**config.mk**
```make
export PLATFORM = sky130hd
export DESIGN_NAME = jtgng_rom_slots
export DESIGN_NICKNAME = d
export VERILOG_FILES = /design/src/rtl/jtgng_rom_pkg.sv /design/src/rtl/jtgng_rom_slot_cache.sv /design/src/rtl/jtgng_rom_slots.sv
export SDC_FILE = /design/constraint.sdc
export NUM_CORES = 1
export LEC_CHECK = 0
export CORE_AREA = 2 2 206 208
export DETAILED_ROUTE_END_ITERATION = 10
export DIE_AREA = 0 0 208 210
export PLACE_DENSITY = 0.61
export SLEW_MARGIN = 25
export SYNTH_ARGS = -nofsm -noshare
export SYNTH_HDL_FRONTEND = slang
export SYNTH_SLANG_ARGS = --single-unit
```
**constraint.sdc**
```tcl
create_clock -name clk -period 2.3 [get_ports clk]
set_input_delay 0.345 -clock clk [delete_from_list [all_inputs] [get_ports clk]]
set_output_delay 0.345 -clock clk [all_outputs]
set_load 0.02 [all_outputs]
```
**src/rtl/jtgng_rom_pkg.sv**
```systemverilog
// Shared constants for the SDRAM ROM slot reader.
// Slot index width helper and the 1943 ROM base layout.
package jtgng_rom_pkg;

  function automatic int slot_w(input int n);
    return (n > 1) ? $clog2(n) : 1;
  endfunction

  localparam logic [21:0] G43_MAIN = 22'h00000;
  localparam logic [21:0] G43_SND  = 22'h14000;
  localparam logic [21:0] G43_CHAR = 22'h18000;
  localparam logic [21:0] G43_MAP1 = 22'h1C000;
  localparam logic [21:0] G43_MAP2 = 22'h20000;
  localparam logic [21:0] G43_SCR1 = 22'h24000;
  localparam logic [21:0] G43_SCR2 = 22'h44000;
  localparam logic [21:0] G43_OBJ  = 22'h4C000;

  // slot 0 in the low bits
  localparam logic [8*22-1:0] G43_OFFSETS = {
    G43_OBJ,  G43_SCR2, G43_SCR1, G43_MAP2,
    G43_MAP1, G43_CHAR, G43_SND,  G43_MAIN
  };

endpackage

```
**src/rtl/jtgng_rom_slot_cache.sv**
```systemverilog
// Per-slot state: last read address, valid, byte lsb, data register.
// Ports: addr_i/issue_i latch a read, cap_i stores data_i, skip_o/dout_o/ok_o.
module jtgng_rom_slot_cache #(
  parameter int AW   = 18,
  parameter bit BYTE = 1'b0,
  parameter bit SKIP = 1'b1
)(
  input  logic          clk_i,
  input  logic          rst_i,
  input  logic          cen_i,
  input  logic [AW-1:0] addr_i,
  input  logic          issue_i,
  input  logic          cap_i,
  input  logic [15:0]   data_i,
  output logic          skip_o,
  output logic [15:0]   dout_o,
  output logic          ok_o
);

  logic [AW-1:0] addr_q;
  logic          valid_q;
  logic          lsb_q;
  logic          ok_q;
  logic [15:0]   dout_q;
  logic [15:0]   dout_d;

  // even byte lives in the upper half of the SDRAM word
  always_comb begin
    dout_d = data_i;
    if (BYTE) begin
      dout_d = {8'h00, lsb_q ? data_i[7:0] : data_i[15:8]};
    end
  end

  assign skip_o = SKIP && valid_q && (addr_i == addr_q);
  assign dout_o = dout_q;
  assign ok_o   = ok_q;

  always_ff @(posedge clk_i) begin
    if (rst_i) begin
      addr_q  <= '0;
      valid_q <= 1'b0;
      lsb_q   <= 1'b0;
      ok_q    <= 1'b0;
      dout_q  <= '0;
    end else if (cen_i) begin
      ok_q <= cap_i;
      if (cap_i) dout_q <= dout_d;
      if (issue_i) begin
        addr_q  <= addr_i;
        valid_q <= 1'b1;
        lsb_q   <= addr_i[0];
      end
    end
  end

endmodule

```
**src/rtl/jtgng_rom_slots.sv**
```systemverilog
// Round-robin SDRAM ROM reader: one slot per cen, skip/refresh, strobes.
// Ports: slot_addr in, slot_dout/slot_ok out, sdram_* to controller.
module jtgng_rom_slots
  import jtgng_rom_pkg::*;
#(
  parameter int                  SLOTS     = 8,
  parameter int                  AW        = 22,
  parameter int                  SLOT_AW   = 18,
  parameter logic [SLOTS*AW-1:0] OFFSETS   = '0,
  parameter logic [SLOTS-1:0]    BYTE_MODE = '0,
  parameter logic [SLOTS-1:0]    SKIP_EN   = '1,
  parameter int                  READY_DLY = 4
)(
  input  logic                     clk,
  input  logic                     rst,
  input  logic                     cen,
  input  logic                     slot_sync,
  input  logic                     downloading,
  input  logic                     loop_rst,
  input  logic                     LVBL,
  input  logic [SLOTS*SLOT_AW-1:0] slot_addr,
  output logic [SLOTS*16-1:0]      slot_dout,
  output logic [SLOTS-1:0]         slot_ok,
  output logic [AW-1:0]            sdram_addr,
  output logic                     sdram_re,
  output logic                     sdram_rfsh,
  input  logic [15:0]              data_read,
  output logic                     ready
);

  localparam int SW = slot_w(SLOTS);
  localparam int RW = $clog2(READY_DLY + 1);

  logic               idle;
  logic [SW-1:0]      cnt_q, cnt_d;
  logic [SW-1:0]      pslot_q, pslot_d;
  logic               pend_q, pend_d;
  logic [AW-1:0]      addr_q, addr_d;
  logic               re_q, re_d;
  logic               rfsh_q, rfsh_d;
  logic [RW-1:0]      rdy_q, rdy_d;
  logic               ready_q, ready_d;
  logic [SLOT_AW-1:0] req [SLOTS];
  logic [AW-1:0]      offs [SLOTS];
  logic [SLOTS-1:0]   skip, iss, cap;
  logic [SLOT_AW-1:0] cur, word;
  logic               hit, go;

  assign idle = rst | loop_rst | downloading;

  for (genvar i = 0; i < SLOTS; i++) begin : g_slot
    assign req[i]  = slot_addr[i*SLOT_AW +: SLOT_AW];
    assign offs[i] = OFFSETS[i*AW +: AW];

    jtgng_rom_slot_cache #(
      .AW   (SLOT_AW),
      .BYTE (BYTE_MODE[i]),
      .SKIP (SKIP_EN[i])
    ) u_cache (
      .clk_i   (clk),
      .rst_i   (idle),
      .cen_i   (cen),
      .addr_i  (req[i]),
      .issue_i (iss[i]),
      .cap_i   (cap[i]),
      .data_i  (data_read),
      .skip_o  (skip[i]),
      .dout_o  (slot_dout[i*16 +: 16]),
      .ok_o    (slot_ok[i])
    );
  end

  // issue for slot cnt_q and capture for pslot_q share one cen;
  // they drive separate cache ports so they never collide
  always_comb begin
    cur  = req[cnt_q];
    hit  = skip[cnt_q];
    go   = ~hit;
    word = BYTE_MODE[cnt_q] ? (cur >> 1) : cur;

    iss        = '0;
    iss[cnt_q] = go;
    cap          = '0;
    cap[pslot_q] = pend_q;

    cnt_d   = slot_sync ? '0 : cnt_q + SW'(1);
    pend_d  = go;
    pslot_d = cnt_q;
    addr_d  = go ? offs[cnt_q] + AW'(word) : addr_q;
    re_d    = re_q ^ go;
    rfsh_d  = hit & ~LVBL;

    rdy_d   = ready_q ? rdy_q : rdy_q + RW'(1);
    ready_d = ready_q | (rdy_q == RW'(READY_DLY - 1));
  end

  always_ff @(posedge clk) begin
    if (idle) begin
      cnt_q   <= '0;
      pslot_q <= '0;
      pend_q  <= 1'b0;
      addr_q  <= '0;
      re_q    <= 1'b0;
      rfsh_q  <= 1'b0;
      rdy_q   <= '0;
      ready_q <= 1'b0;
    end else if (cen) begin
      cnt_q   <= cnt_d;
      pslot_q <= pslot_d;
      pend_q  <= pend_d;
      addr_q  <= addr_d;
      re_q    <= re_d;
      rfsh_q  <= rfsh_d;
      rdy_q   <= rdy_d;
      ready_q <= ready_d;
    end
  end

  assign sdram_addr = addr_q;
  assign sdram_re   = re_q;
  assign sdram_rfsh = rfsh_q;
  assign ready      = ready_q;

endmodule

```
# After elaboration in Yosys (flattened, before gate mapping)
# Memories as Yosys holds them, arrays and structs flattened. A register that Yosys moved wholly into a read port is not among the register bits.
# Index checks and enable logic that the tools add are counted.
# classes
addsub	3
n_lt_le_gt_ge	5
eq_ne	9
n_mux	16
bitwise_logic	11
reduce_logical	28
# ops
cell	count
$eq A18 B18 Y1	8
$bmux W18 S3	1
$mux W18	3
$mux W22	2
$reduce_and A2 Y1	18
$add A22 B18 Y22	1
$and A8 B8 Y8	2
$logic_and A1 B1 Y1	10
$mux W3	3
$lt A3 B4 Y1 const B	2
$add A3 B1 Y3 const B	2
$demux W1 S3	2
$ge A3 B1 Y1 const B	2
$ge A4 B4 Y1 const B	1
$mux W1	4
$not A3 Y4	1
$bmux W1 S3	1
$eq A3 B2 Y1 const B	1
$not A1 Y1	3
$or A1 B1 Y1	3
$and A1 B1 Y1	1
$xor A1 B1 Y1	1
# totals
regBits	323
mem_bits_ro	184
in_bits	167
output_inout_bits	161
word_cells	114
memories	2
# mem_list
name	depth	width	rd	rd_clocked_by_memory_dff	write_ports	line	source
(name not given)	8	22	1	0	0	jtgng_rom_slots.sv:89	addr_d = go ? offs[cnt_q] + AW'(word) : addr_q;
(name not given)	8	1	1	1	0	jtgng_rom_slots.sv:79	word = BYTE_MODE[cnt_q] ? (cur >> 1) : cur;

# Longest topological paths before layout
# depth
ltp_word	7
depth_mapped	11
ltp_nobuf	8

# Hierarchy
# Synthesis repeated with hierarchy kept, for this count alone.
# hier_totals
cells_unflattened	1754
hier_area_um2	13957.1
# by_module_without_submodules
module	n_inst	cells_per_inst	area_each_um2	seq_area_each_um2
jtgng_rom_slot_cache	8	180	1428.9	720.7
jtgng_rom_slots	1	314	2526.2	620.6

# Worst setup path after synthesis
# OpenSTA, ideal clock, no wires.
# synth_timing
path_kind	input to register
from	input port slot_addr[24]
to	register g_slot[5].u_cache.valid_q
setup_time_ns	0.115
arrival_ns	1.994
t_required_ns	2.185
path_slack_ns	0.191
stages	11
path_buffers	3
path_cell_list	xnor2_1 > nand4_1 > nor4_1 > nand4_1 > a22oi_1 > a41o_1 > buf_6 > nor3_2 > buf_6 > buf_6 > o21a_1
# synth_between
elab_chain_cells	7
# synth_rtl
element	line	source
start, declared	jtgng_rom_slots.sv:21	input logic [SLOTS*SLOT_AW-1:0] slot_addr,
$eq A18 B18 Y1	jtgng_rom_slot_cache.sv:35	assign skip_o = SKIP && valid_q && (addr_i == addr_q);
$logic_and A1 B1 Y1	jtgng_rom_slot_cache.sv:35	
$bmux W1 S3	jtgng_rom_slots.sv:77	hit = skip[cnt_q];
$mux W1 (not written as such)	jtgng_rom_slots.sv:77	
$not A1 Y1 (no source line)	-	
$and A8 B8 Y8 (no source line)	-	
$reduce_and A2 Y1 (no source line)	-	
end signal, assigned	jtgng_rom_slot_cache.sv:42	valid_q <= 1'b0;
end signal, assigned	jtgng_rom_slot_cache.sv:51	valid_q <= 1'b1;
end, declared	jtgng_rom_slot_cache.sv:21	logic valid_q;
# Every way passes these cells. The select of a mux whose other input is x is not followed.
# A chain may end at the register's enable or synchronous reset.

# Final worst setup path
# layout_timing
from	input port slot_addr[22]
to	register g_slot[6].u_cache.addr_q[11]
# layout_between
elab_chain_cells	7
# layout_rtl
element	line	source
$eq A18 B18 Y1	jtgng_rom_slot_cache.sv:35	
$logic_and A1 B1 Y1	jtgng_rom_slot_cache.sv:35	
$bmux W1 S3	jtgng_rom_slots.sv:77	
$mux W1 (not written as such)	jtgng_rom_slots.sv:77	
$not A1 Y1 (no source line)	-	
$and A8 B8 Y8 (no source line)	-	
$reduce_and A2 Y1 (no source line)	-	
end signal, assigned	jtgng_rom_slot_cache.sv:50	addr_q <= addr_i;
end, declared	jtgng_rom_slot_cache.sv:20	logic [AW-1:0] addr_q;
# Every way passes these cells. The select of a mux whose other input is x is not followed.

==> out/metrics.csv <==
stage;metric;value;unit
status;status;finished, violations left;
status;violations;negative setup slack;
floorplan;rows;75;
placement;io_buffers;323;
timing;hold_viol;0;
timing;holdWs;0.192;ns
critical_path;cp_max_fo;8;
cells_and_area;area_delta_synth_final;46.2;%
critical_path;critPathKind;in -> reg;
clock_network;clockRootBuffer;clkbuf_16;
grt;grt_usage;23.9;%
clock_network;numCtsBuffers;37;
routing;vias;13807;
critical_path;cp.required;2.76;ns
power_and_ir_drop;internal_power;9.82;mW
timing;tns;-11.38;ns
timing;slew_violations;0;
floorplan;ios;328;
floorplan;start_util;34.5;%
routing;wl;54300;µm
logic_synthesis;synth_cell_types;37;
timing;setup_ws;-0.141;ns
critical_path;r2r_cells;10;
grt;grtUsageMet2;39.1;%
timing;period_share;106;%
timing;rsz0062_at_grt;true;
power_and_ir_drop;clkPwrFrac;47.1;%
critical_path;ff2ff_setup_slack;-0.14;ns
cells_and_area;final_core_util;50.5;%
grt;gr-total-overflow;0;
logic_synthesis;synth_compound_area_share;11.4;%
logic_synthesis;postSynth.asyncResetShare;0;%
power_and_ir_drop;switching_share;23.5;%
placement;post-dp-hpwl;40600;µm
critical_path;path_common_cell;nand4_1;
clock_network;tritoncts;done;
logic_synthesis;ys_warn_count;0;
critical_path;slowest_delay;0.54;ns
logic_synthesis;ys_ff_latch;319;
power_and_ir_drop;seqPwrFrac;43.3;%
routing;drtAntennaViolNets;0;
clock_network;cts.sinks;319;
hold_path;hold_depth;3;
grt;grt_pass1_wl;79600;µm
grt;grt_start_max_net_pins;168;
grt;use_met1;29.7;%
logic_synthesis;syn-cell-area;14300;µm²
timing;max_freq;410;MHz
routing;viasPerCell;5.08;
routing;first_iter_violations;1144;
logic_synthesis;yosysSeqAreaShare;44.6;%
logic_synthesis;synth_xor_area_share;8.93;%
logic_synthesis;synth_mux_area_share;10.3;%
logic_synthesis;synth-main-ff-cell;dfxtp_1;
grt;met3_usage;5.54;%
cells_and_area;fillers;3864;
clock_network;cts_buffer_depth;3;
flow_run;cap_violations;0;
clock_network;cts_max_level;2;
critical_path;cp_num_cells;11;
routing;drc_errors;0;
placement;pre_cts_ws;-0.786;ns
floorplan;fp.coreArea;41500;µm²
logic_synthesis;ys_top_cells_by_count;nand2_1 (575), dfxtp_1 (319), a21oi_1 (160);
clock_network;cts-hold-fix-buffers;0;
logic_synthesis;syn_avg_cell_area;8.39;µm²
critical_path;crit_chain;clkdlybuf4s50_1, xnor2_2, nand4_1, nor4_2, nand4_1, a22oi_2, a41o_4, buf_8, nor3_4, buf_12, mux2i_1;
timing;finClkSkew;0.0183;ns
floorplan;die-area;43700;µm²
floorplan;fp.dieH;210;µm
logic_synthesis;yosys.area_share.simple;19.5;%
critical_path;path_buf_inv;3;
power_and_ir_drop;ir_drop;436;µV
routing;routedWlPerCell;20.0;µm
power_and_ir_drop;power_density;613;nW/µm²
logic_synthesis;yosysTopAreaCell;dfxtp_1;
critical_path;critPathLaunchType;input port;
placement;place.gp.congestion;0.900;
grt;antenna_found_initial;2;
power_and_ir_drop;switchingPower;3.01;mW
timing;slew_headroom;44.7;%
grt;grt.busiest_layer;met2;
cells_and_area;drive_above_1_share;14.6;%
grt;grt_pass1_vias;13358;
logic_synthesis;synth_cells;1707;
timing;finalSetupViolCount;171;
logic_synthesis;synth_edf_count;0;
critical_path;cp-end-kind;flip-flop;
cells_and_area;final_nets;2319;
floorplan;die_w;208;µm
power_and_ir_drop;p_leak;6.88;nW
critical_path;critPathArrivalTime;2.90;ns
hold_path;hold_class;in -> reg;
critical_path;critPathSlowestCell;clkdlybuf4s50_1;
clock_network;path_clk_slew;0.06;ns
cells_and_area;diodes;0;
clock_network;insertion_delay;0.55;ns
timing;fin_crit;2.44;ns
timing;tightest_slew;0.829;ns
power_and_ir_drop;p_comb_share;9.6;%
logic_synthesis;synthAdderAreaFrac;0.262;%
logic_synthesis;synth_top_area_share;44.6;%
routing;dr.pass1.iters;5;
logic_synthesis;synthMostInstantiatedCell;nand2_1;
critical_path;critPathTopFamily;buffers and inverters;
logic_synthesis;synth_top_family_by_area;simple AND/OR/NAND/NOR gates;
logic_synthesis;yosys-top-cells-area;dfxtp_1 (45%), nand2_1 (15%), mux2i_1 (10%);
[cell usage in the layout (no fill, tap or decap), types with 3 or more instances in the layout]
cell type        instances
mux2i_1                147
clkbuf_16               41
nor4_2                   7
clkdlybuf4s50_1        317
a22oi_2                  4
nor3_4                   3
nor2_2                   3
clkbuf_8                10
inv_1                    5
a21oi_1                158
nor3_2                   4
buf_12                  14
xnor2_2                  9
buf_4                  173
buf_6                   10
conb_1                   4
nor2_4                   8
dfxtp_2                  9
nand2_1                575
dlymetal6s2s_1           6
nor2_1                  30
a41o_1                  18
buf_8                    3
ha_1                     3
nor3b_2                  3
dfxtp_1                310
a22oi_1                 72
nand3_1                  3
nand4_1                 41
clkbuf_1                11
and3_4                   4
xnor2_1                136
clkinv_2                 4
o21a_1                   8
[layer usage]
layer	wire, µm	up-vias
li1	-	6619
met1	22200	6576
met2	25300	496
met3	3940	112
met4	2780	4
met5	27	-
[worst register-to-register path, stage by stage (launching register included)]
cell	delay (ns)
dfxtp_2	0.33
xnor2_2	0.15
nand4_1	0.16
nor4_2	0.27
nand4_1	0.26
a22oi_2	0.32
a41o_4	0.30
buf_8	0.15
nor3_4	0.08
buf_12	0.15
mux2i_1	0.18
[what timing repair did]
action | in CTS | in global routing
pin swaps | 37 | 15
gates cloned | 7 | 6
setup buffers | 2 | 1
resized for setup | 42 | 28
endpoints found under the hold margin | 0 | 0
setup endpoints to repair | 172 | 172
[power by group through the flow]
stage / sequential [mW] / clock, mW / combinational, mW
2_1_floorplan: 5.68 / 0 / 0.388
3_5_place_dp: 5.68 / 0 / 1.18
4_1_cts: 5.56 / 6.14 / 1.20
3_3_place_gp: 5.68 / 0 / 1.17
5_1_grt: 5.55 / 6.37 / 1.28
6_report: 5.56 / 6.05 / 1.23
[flip-flops by register name, summed over array words and instances (netlist names), 3 cells and up]
register,count
g_slot.u_cache.addr_q,144
rdy_q,3
sdram_addr,18
g_slot.u_cache.valid_q,8
pslot_q,3
g_slot.u_cache.ok_o,8
g_slot.u_cache.dout_o,128
cnt_q,3
[worst paths after layout]
check / startpoint / endpoint
worst max register to register: g_slot[1].u_cache.addr_q[4] / g_slot[6].u_cache.addr_q[11]
worst min register to register: g_slot[7].u_cache.dout_o[1] / g_slot[7].u_cache.dout_o[1]
worst min-delay path: slot_addr[80] / g_slot[4].u_cache.addr_q[8]
worst max-delay path: slot_addr[22] / g_slot[6].u_cache.addr_q[11]
[cell type report]
class	instances	area (µm²)	area share (%)
Clock buffer	60	1150	5.52
Inverter	6	22.5	0.108
Timing Repair Buffer	525	5030	24.0
Tap cell	539	674	3.22
Clock inverter	8	97.6	0.466
Sequential cell	319	6400	30.6
Multi-Input combinational cell	1260	7560	36.1
[cells by family (layout without fill, tap and decap cells)]
group	count (synthesis)	in the layout
DFF	319	319
AOI/OAI and AO/OA	265	265
and+or+nand+nor	685	694
muxes	148	148
adders and majority gates	3	3
buffers and inverters	140	599
xor gates and xnor gates	146	146
other	1	4
[stage by stage]
stage                     cells  instance area [µm²]  power [mW]
after floorplan            1710                14300        6.07
after global placement     2633                19200        6.84
after detailed placement   2634                19200        6.85
after CTS                  2711                20800        12.9
after global routing       2717                20900        13.2
final                      2717                20900        12.8
No activity file was read; power rests on OpenSTA's default activity.
